==> config.mk <==
export PLATFORM = sky130hd
export DESIGN_NAME = mem_access_stage
export DESIGN_NICKNAME = d
export VERILOG_FILES = /design/src/rtl/mem_access_stage.sv
export SDC_FILE = /design/constraint.sdc
export NUM_CORES = 1
export LEC_CHECK = 0
export BUFFER_PORTS_ARGS = -buffer_cell sky130_fd_sc_hd__clkbuf_2
export CELL_PAD_IN_SITES_DETAIL_PLACEMENT = 0
export CELL_PAD_IN_SITES_GLOBAL_PLACEMENT = 1
export CORE_UTILIZATION = 35
export DETAILED_ROUTE_END_ITERATION = 16
export GPL_ROUTABILITY_DRIVEN = 0
export PLACE_DENSITY_LB_ADDON = 0.3
export SLEW_MARGIN = 25
export SYNTH_ARGS = -nofsm -noshare
export SYNTH_HDL_FRONTEND = slang
export SYNTH_SLANG_ARGS = --single-unit
==> constraint.sdc <==
create_clock -name clk -period 5.7 [get_ports clk]
set_clock_uncertainty 0.05 [all_clocks]
set_input_delay 1.425 -clock clk [delete_from_list [all_inputs] [get_ports clk]]
set_output_delay 1.425 -clock clk [all_outputs]
set_load 0.1 [all_outputs]
==> src/rtl/mem_access_stage.sv <==
// rtl/mem_access_stage.sv - MEM stage: one load/store per instruction over a valid/ready bus, registered writeback.
// Optional MEM_MISALIGN_TRAP_EN: misaligned accesses skip the bus and report misalign_err instead.
module mem_access_stage #(
    parameter int XLEN        = 32,
    parameter int RFIDX_WIDTH = 5
) (
    input  logic                   clk,
    input  logic                   rst_n,
    input  logic                   in_valid,
    input  logic                   mem_read,
    input  logic                   mem_write,
    input  logic                   wb_reg_write,
    input  logic                   wb_memtoreg,
    input  logic [XLEN-1:0]        ex_result,
    input  logic [XLEN-1:0]        rs2_data,
    input  logic [2:0]             mem_mode,
    input  logic [RFIDX_WIDTH-1:0] rd_index,
    output logic                   stall,
    output logic                   bus_req_valid,
    input  logic                   bus_req_ready,
    output logic                   bus_req_we,
    output logic [XLEN-1:0]        bus_req_addr,
    output logic [XLEN-1:0]        bus_req_wdata,
    output logic [3:0]             bus_req_wstrb,
    input  logic                   bus_rsp_valid,
    input  logic [XLEN-1:0]        bus_rsp_rdata,
    output logic                   wb_valid,
    output logic                   wb_reg_write_out,
    output logic                   wb_memtoreg_out,
    output logic [XLEN-1:0]        wb_alu_result,
    output logic [XLEN-1:0]        wb_load_data,
    output logic [RFIDX_WIDTH-1:0] wb_rd_index
`ifdef MEM_MISALIGN_TRAP_EN
    ,
    output logic                   misalign_err
`endif
);

    typedef enum logic [1:0] {IDLE, REQ, WAIT, DONE} state_t;

    state_t      state;
    logic [2:0]  mode_q;
    logic [1:0]  off_q;
    logic [1:0]  off;
    logic        mem_op;
    logic        misaligned;
    logic [XLEN-1:0] st_wdata;
    logic [3:0]      st_wstrb;
    logic [7:0]      ld_byte;
    logic [15:0]     ld_half;
    logic [XLEN-1:0] ld_fmt;

    assign off    = ex_result[1:0];
    assign mem_op = mem_read | mem_write;

`ifdef MEM_MISALIGN_TRAP_EN
    assign misaligned = ((mem_mode[1:0] == 2'b01) && off[0]) || (mem_mode[1] && (off != 2'b00));
`else
    assign misaligned = 1'b0;
`endif

    assign stall = ((state == IDLE) && in_valid && mem_op && !misaligned)
                 || (state == REQ) || (state == WAIT);

    // Store lanes are replicated so the bus only needs the strobes to pick the byte(s).
    always_comb begin
        st_wdata = rs2_data;
        st_wstrb = 4'b1111;
        case (mem_mode[1:0])
            2'b00: begin
                st_wdata = {4{rs2_data[7:0]}};
                st_wstrb = 4'b0001 << off;
            end
            2'b01: begin
                st_wdata = {2{rs2_data[15:0]}};
                st_wstrb = off[1] ? 4'b1100 : 4'b0011;
            end
            default: ;
        endcase
    end

    always_comb begin
        ld_byte = bus_rsp_rdata[{off_q, 3'b000} +: 8];
        ld_half = off_q[1] ? bus_rsp_rdata[31:16] : bus_rsp_rdata[15:0];
        case (mode_q)
            3'b000:  ld_fmt = {{24{ld_byte[7]}}, ld_byte};
            3'b001:  ld_fmt = {{16{ld_half[15]}}, ld_half};
            3'b100:  ld_fmt = {24'h0, ld_byte};
            3'b101:  ld_fmt = {16'h0, ld_half};
            default: ld_fmt = bus_rsp_rdata;
        endcase
    end

    always_ff @(posedge clk or negedge rst_n) begin
        if (!rst_n) begin
            state            <= IDLE;
            mode_q           <= 3'b000;
            off_q            <= 2'b00;
            bus_req_valid    <= 1'b0;
            bus_req_we       <= 1'b0;
            bus_req_addr     <= '0;
            bus_req_wdata    <= '0;
            bus_req_wstrb    <= 4'b0000;
            wb_valid         <= 1'b0;
            wb_reg_write_out <= 1'b0;
            wb_memtoreg_out  <= 1'b0;
            wb_alu_result    <= '0;
            wb_load_data     <= '0;
            wb_rd_index      <= '0;
`ifdef MEM_MISALIGN_TRAP_EN
            misalign_err     <= 1'b0;
`endif
        end else begin
            wb_valid <= 1'b0;
`ifdef MEM_MISALIGN_TRAP_EN
            misalign_err <= 1'b0;
`endif
            case (state)
                IDLE: begin
                    if (in_valid) begin
                        wb_reg_write_out <= wb_reg_write & in_valid;
                        wb_memtoreg_out  <= wb_memtoreg;
                        wb_alu_result    <= ex_result;
                        wb_load_data     <= '0;
                        wb_rd_index      <= rd_index;
`ifdef MEM_MISALIGN_TRAP_EN
                        if (mem_op && misaligned) begin
                            wb_valid         <= 1'b1;
                            wb_reg_write_out <= 1'b0;
                            misalign_err     <= 1'b1;
                        end else
`endif
                        if (mem_op) begin
                            // A set mem_read wins over mem_write: the op is a load.
                            state         <= REQ;
                            bus_req_valid <= 1'b1;
                            bus_req_we    <= ~mem_read;
                            bus_req_addr  <= {ex_result[XLEN-1:2], 2'b00};
                            bus_req_wdata <= mem_read ? '0 : st_wdata;
                            bus_req_wstrb <= mem_read ? 4'b0000 : st_wstrb;
                            mode_q        <= mem_mode;
                            off_q         <= off;
                        end else begin
                            wb_valid <= 1'b1;
                        end
                    end
                end
                REQ: begin
                    if (bus_req_ready) begin
                        bus_req_valid <= 1'b0;
                        if (bus_req_we) begin
                            state    <= DONE;
                            wb_valid <= 1'b1;
                        end else begin
                            state <= WAIT;
                        end
                    end
                end
                WAIT: begin
                    if (bus_rsp_valid) begin
                        wb_load_data <= ld_fmt;
                        wb_valid     <= 1'b1;
                        state        <= DONE;
                    end
                end
                default: begin
                    // DONE: upstream advances on this edge, so the held slot is not re-issued.
                    state <= IDLE;
                end
            endcase
        end
    end

endmodule

==> results of run 1 <==
## cells by family after synthesis
family | share of synthesized area [%]
buf+inv | 3.07
fa+ha+maj | 0.794
mux | 18.6
simple gates | 7.99
compound gates | 11.1
other cells | 0.0595
flops | 58.3
## worst paths after layout
path / end / slack [ns] / depth (start not counted)
worst max register to register: bus_req_wdata[31]$_DFFE_PN0P_ / 3.09 / 6
worst max-delay path: stall / 1.97 / 4
max in group asynchronous: wb_load_data[26]$_DFFE_PN0P_ / 3.37 / 2
min in group asynchronous: wb_load_data[13]$_DFFE_PN0P_ / 1.04 / 1
worst min register to register: wb_load_data[15]$_DFFE_PN0P_ / 0.43 / 1
worst min-delay path: wb_load_data[15]$_DFFE_PN0P_ / 0.43 / 1
## synthesized netlist by cell type (2+ instances only)
cell,instances,area (um^2)
a21oi_1,15,75.1
nor3_1,3,15.0
nand2b_1,4,25.0
and2_1,2,12.5
or2_2,2,12.5
buf_4,2,15.0
mux2i_1,25,250
a221oi_1,7,61.3
o211ai_1,3,22.5
a21o_1,9,67.6
mux2_2,80,901
nand2_1,66,248
inv_1,13,48.8
o221ai_1,7,61.3
nand3_1,4,20.0
clkbuf_1,23,86.3
ha_1,4,50.1
o21ai_0,57,285
buf_1,3,11.3
a22o_1,8,70.1
buf_2,2,10.0
nor2_1,37,139
nor2b_1,2,12.5
buf_6,2,22.5
dfrtp_1,147,3680
## area by class of cell
type / count / area, um^2 / share of cell area [%]
clock buffer: 19 / 453 / 5.41
clock inverter: 13 / 171 / 2.05
inverter: 13 / 48.8 / 0.583
multi-input combinational: 347 / 2440 / 29.2
sequential: 147 / 3680 / 43.9
tap: 225 / 282 / 3.36
timing repair buffer: 256 / 1300 / 15.5
## layer usage
| metal | track usage, % | wire length (um) | vias to the layer above |
|---|---|---|---|
| met5 | 0 | 0 | - |
| li1 | - | - | 2370 |
| met3 | 6.45 | 1390 | 22 |
| met1 | 23.8 | 7590 | 2450 |
| met2 | 30.5 | 8050 | 188 |
| met4 | 7.84 | 340 | 0 |
## cell usage in the layout, fill, tap and decap left out, drive strengths merged, types with 2 or more instances in the layout
cell | Yosys | final
clkinvlp | 0 | 2
and2 | 2 | 2
bufinv | 0 | 3
clkbuf | 23 | 272
nor2 | 37 | 37
nor3 | 3 | 3
mux2 | 80 | 80
nand2b | 4 | 4
o21ai | 58 | 58
dfrtp | 147 | 147
inv | 13 | 17
nor2b | 2 | 2
ha | 4 | 4
a22o | 8 | 8
nand3 | 4 | 4
o221ai | 7 | 7
a21o | 9 | 9
a221oi | 7 | 7
conb | 1 | 2
a21oi | 16 | 16
mux2i | 25 | 25
clkinv | 0 | 4
o211ai | 3 | 3
buf | 9 | 3
or2 | 2 | 2
nand2 | 66 | 66
## per-stage QoR
step / setup WS, ns / hold slack, ns / instances / area, um^2 / utilization (%)
finish: 1.97 / 0.429 / 1020 / 8370 / 47.9
global route: 1.91 / 0.448 / 1020 / 8370 / 47.9
CTS: 1.95 / 0.436 / 1020 / 8370 / 47.9
detailed placement: 1.95 / 0.422 / 988 / 7740 / 44.3
global placement: 1.96 / 0.412 / 988 / 7740 / 44.3
floorplan: 1.31 / 0.455 / 539 / 6310 / -
## sequential cells by signal, summed over array words and instances (netlist names)
name	count
mode_q	3
off_q	2
bus_req_wstrb	4
bus_req_valid	1
wb_alu_result	32
bus_req_addr	30
state	2
wb_valid	1
bus_req_wdata	32
wb_memtoreg_out	1
wb_load_data	32
bus_req_we	1
wb_rd_index	5
wb_reg_write_out	1
## worst register-to-register path, stage by stage (launching register included)
cell and delay [ns]:
dfrtp_1 0.38, inv_1 0.09, ha_1 0.27, o211ai_1 0.15, buf_4 0.75, or2_2 0.57
o21ai_0 0.20
==> reports/qor.txt, run 1 <==
Final wirelength: 17400 um
Hold/Removal Path Class: reg -> reg
Critical R2R Launch: state[0]$_DFFE_PN0P_
CTS Hold Bufs: 0
Max_slew headroom: 34.7%
CTS tree: built
Routed len/inst: 17.0 um
WS Path Type: in -> out
Area Overhead vs Synth: 32.7%
Critical path peak fanout: 5
Post-synthesis sequential area ratio: 58.3%
Total gr overflow: 0
Final Cycle Share: 65.5%
Remaining DRCs: 0
Mean Syn Cell Area: 11.7 um^2
Via-per-instance ratio: 4.93
Initial DRC count: 203
Final worst path period need: 3.73 ns
Via Count: 5030
Die ar.: 18600 um^2
Port buffer count: 253
Antenna Diode Count: 0
Core ar.: 17500 um^2
Final net count: 899
RSZ-0062 raised after global routing: no
Final setup viols: 0
CP max-delay cell: clkbuf_2
Number of flops mapped to enable cells by yosys: 0
I/O pin total: 256
Worst Tran Pin Value: 0.975 ns
Die Y: 136 um
Startpoint Class: input pin
Critical path cell sequence: clkbuf_2 -> o211ai_1 -> nand2_1 -> clkbuf_2
Crit end category: primary output
Crit path DAT: 2.26 ns
Fin. Hold Viols: 0
Vias in the first global route: 5194
Sum of negative setup slack: 0 ns
Peak per-stage delay on the critical path: 0.38 ns
Yosys cell types: 36
Synth Flop Type: dfrtp_1
MaxCap Viol Count: 0
Number of cells produced by synthesis: 538
Initial core utilization: 36.1%
Clock Tree Root: clkbuf_16
Buffers & Inverters on Critical Path: 2
Number of rows in the core area: 48
DP HPWL: 12500 um
Layout cells sized above 1: 47.2%
Htree depth: 4
FF+latch count, synth: 147
Post-CTS Setup Inserts: 0
Largest net degree at the start of global routing: 105
FILL cells: 1653
Status: completed
Critical path required time: 4.22 ns
First-pass GRT wire length: 27100 um
Mapped Area: 6310 um^2
Achievable Freq: 268 MHz
ANT nets after route: 0
TritonCTS buffer count: 17
DRT Pass-1 Iters: 5
Slew Viols, Final: 0
Most frequent CP cell: clkbuf_2
Hold_sp: wb_load_data[15]$_DFFE_PN0P_
CTS max path bufs: 2
Die Wd: 136 um
Clock sink total: 147
Antenna violations before repair: 0
Worst-path clk slew: 0.06 ns
Ys async rst share: 100%
CP Launch Point: mem_read
Post-CTS resize count: 0
Top Family by Delay on Critical Path: buffers and inverters
GRT Util Overall: 19.2%
Synth warn: 0
Worst skew pair latency: 0.41 ns
Power of run 1 is left out: the tool's default activity adds up to more than one toggle a clock period on the data nets, which glitch-free logic cannot reach.
==> run 2: changes to the inputs <==
--- a/config.mk
+++ b/config.mk
@@ -8,7 +8,7 @@
 export BUFFER_PORTS_ARGS = -buffer_cell sky130_fd_sc_hd__clkbuf_2
 export CELL_PAD_IN_SITES_DETAIL_PLACEMENT = 0
 export CELL_PAD_IN_SITES_GLOBAL_PLACEMENT = 1
-export CORE_UTILIZATION = 35
+export CORE_UTILIZATION = 33
 export DETAILED_ROUTE_END_ITERATION = 16
 export GPL_ROUTABILITY_DRIVEN = 0
 export PLACE_DENSITY_LB_ADDON = 0.3
==> constraint.sdc (replaced) <==
create_clock -name clk -period 3.15 [get_ports clk]
set_clock_uncertainty 0.05 [all_clocks]
set_input_delay 0.7875 -clock clk [delete_from_list [all_inputs] [get_ports clk]]
set_output_delay 0.7875 -clock clk [all_outputs]
set_load 0.1 [all_outputs]
==> run 2 against run 1 <==
Global-route usage down 0.74 points. Register-to-register slack lost 2.3 ns. Sequential share of layout area is 0.40 points lower. Design area grew 0.93%. Via count shrank 0.66%. Cell count increased by 1.3%.
==> reports/qor.txt, run 2 (synthesis results as in run 1) <==
Via Count: 4997 (-0.66%)
Vias in the first global route: 5097 (-1.9%)
Core ar.: 18700 um^2 (+7.0%)
CTS tree: built
Final net count: 903 (+0.44%)
Largest net degree at the start of global routing: 77 (-27%)
Finished Layout Cells: 1033 (+1.3%)
Number of rows in the core area: 50 (+4.2%)
Htree depth: 4 (unchanged)
WS Path Type: reg -> out
CTS max path bufs: 2 (unchanged)
Final worst path period need: 2.81 ns
Max_slew headroom: 45.4% (+11 points)
DP HPWL: 12900 um (+3.2%)
ANT nets after route: 0 (unchanged)
DP Cell Count: 1001 (+1.3%)
Crit end category: primary output
Critical path cell sequence: inv_1 -> ha_1 -> o211ai_1 -> nand2_1 -> clkbuf_2
Slew Viols, Final: 0 (unchanged)
Remaining DRCs: 0 (unchanged)
Antenna violations before repair: 0 (unchanged)
Initial core utilization: 33.7% (-2.4 points)
Worst reg2reg path depth: 7 (+1)
Achievable Freq: 356 MHz
CP Launch Point: state[0]$_DFFE_PN0P_
Top flop regs: bus_req_wdata x32, wb_alu_result x32, wb_load_data x32
Startpoint Class: flip-flop
Initial DRC count: 208 (+2.5%)
Worst setup path end: stall
Final setup viols: 0 (unchanged)
Die ar.: 19700 um^2 (+6.0%)
Worst Tran Pin Value: 0.815 ns (-0.160 ns)
Most frequent cells in the layout: clkbuf_2, dfrtp_1, mux2_2
DRT Pass-1 Iters: 5 (unchanged)
Total gr overflow: 0 (unchanged)
I/O pin total: 256 (unchanged)
Die Y: 140 um (+2.9%)
Final worst slack: 0.342 ns (-1.62 ns)
Post-CTS resize count: 0 (unchanged)
Fin. Hold Viols: 0 (unchanged)
Final hold slack: 0.245 ns (-0.184 ns)
First-pass GRT wire length: 28000 um (+3.2%)
Final Cycle Share: 89.2%
Worst skew pair latency: 0.42 ns (about the same)
Critical path peak fanout: 6 (+1)
TritonCTS buffer count: 17 (unchanged)
Routed len/inst: 17.1 um (+0.37%)
Worst-path clk slew: 0.06 ns (about the same)
Via-per-instance ratio: 4.84 (-1.9%)
Status: completed
RSZ-0062 raised after global routing: no
Post-CTS Setup Inserts: 0 (unchanged)
Critical path required time: 2.31 ns (-1.91 ns)
Die Wd: 140 um (+2.9%)
Port buffer count: 253 (unchanged)
Crit path DAT: 1.97 ns (-0.29 ns)
Layout cells sized above 1: 47.4% (+0.26 points)
Hold/Removal Path Class: in -> async
Clock sink total: 147 (unchanged)
Area Overhead vs Synth: 34.0%
CP max-delay cell: clkbuf_2
MaxCap Viol Count: 0 (unchanged)
Antenna Diode Count: 0 (unchanged)
Clock Tree Root: clkbuf_16
R2R setup slack: 0.84 ns (-2.25 ns)
GRT Util Overall: 18.5% (-0.74 points)
Critical R2R Launch: state[0]$_DFFE_PN0P_
Sum of negative setup slack: 0 ns (unchanged)
Setup slack at placement: 0.596 ns (-1.36 ns)
Most common cell after layout, fill and taps aside: clkbuf_2
FF-to-FF End: bus_req_wstrb[1]$_DFFE_PN0P_
Final wirelength: 17700 um (+1.7%)
CTS Hold Bufs: 0 (unchanged)
Peak per-stage delay on the critical path: 0.45 ns (+0.07 ns)
## run 2: layer usage
metal	wire length, um	GRT usage (%)	share of wire (%)
met4	185	5.21	1.0
met3	1280	5.68	7.2
met2	8460	29.6	48
met1	7730	24.1	44
met5	0	0	0
## run 2: final cells by class
type,instances,area (um^2)
clock inverters,14,199
inverters,13,48.8
flip-flops and latches,147,3680
multi-input cells,347,2440
repair buffers,260,1350
clock buffers,18,439
fillers,1772,10300
well taps,234,293
## run 2: how the worst min path moves through the flow
| stage | start | end | slack (ns) | cells after the start |
|---|---|---|---|---|
| floorplan | rst_n | bus_req_addr[10]$_DFFE_PN0P_ | 0.44 | 0 |
| global placement | wb_load_data[30]$_DFFE_PN0P_ | wb_load_data[30]$_DFFE_PN0P_ | 0.41 | 2 |
| detailed placement | wb_load_data[15]$_DFFE_PN0P_ | wb_load_data[15]$_DFFE_PN0P_ | 0.42 | 1 |
| CTS | rst_n | wb_load_data[20]$_DFFE_PN0P_ | 0.25 | 1 |
| global route | rst_n | wb_load_data[4]$_DFFE_PN0P_ | 0.26 | 1 |
| finish | rst_n | wb_load_data[4]$_DFFE_PN0P_ | 0.24 | 1 |
## run 2: critical path: cells and delay by family, from the launching register on
kind            cells  cell delay, ns
buf+inv             2            0.55
simple gates        1            0.10
compound gates      1            0.21
fa+ha+maj           1            0.29
flops               1            0.41
## run 2: stage by stage
step	cell area, um^2	util [%]
after floorplan	6310	-
after global placement	7810	41.8
after detailed placement	7810	41.8
after CTS	8450	45.2
after global routing	8450	45.2
final	8450	45.2
Power of run 2 is left out for the same reason.
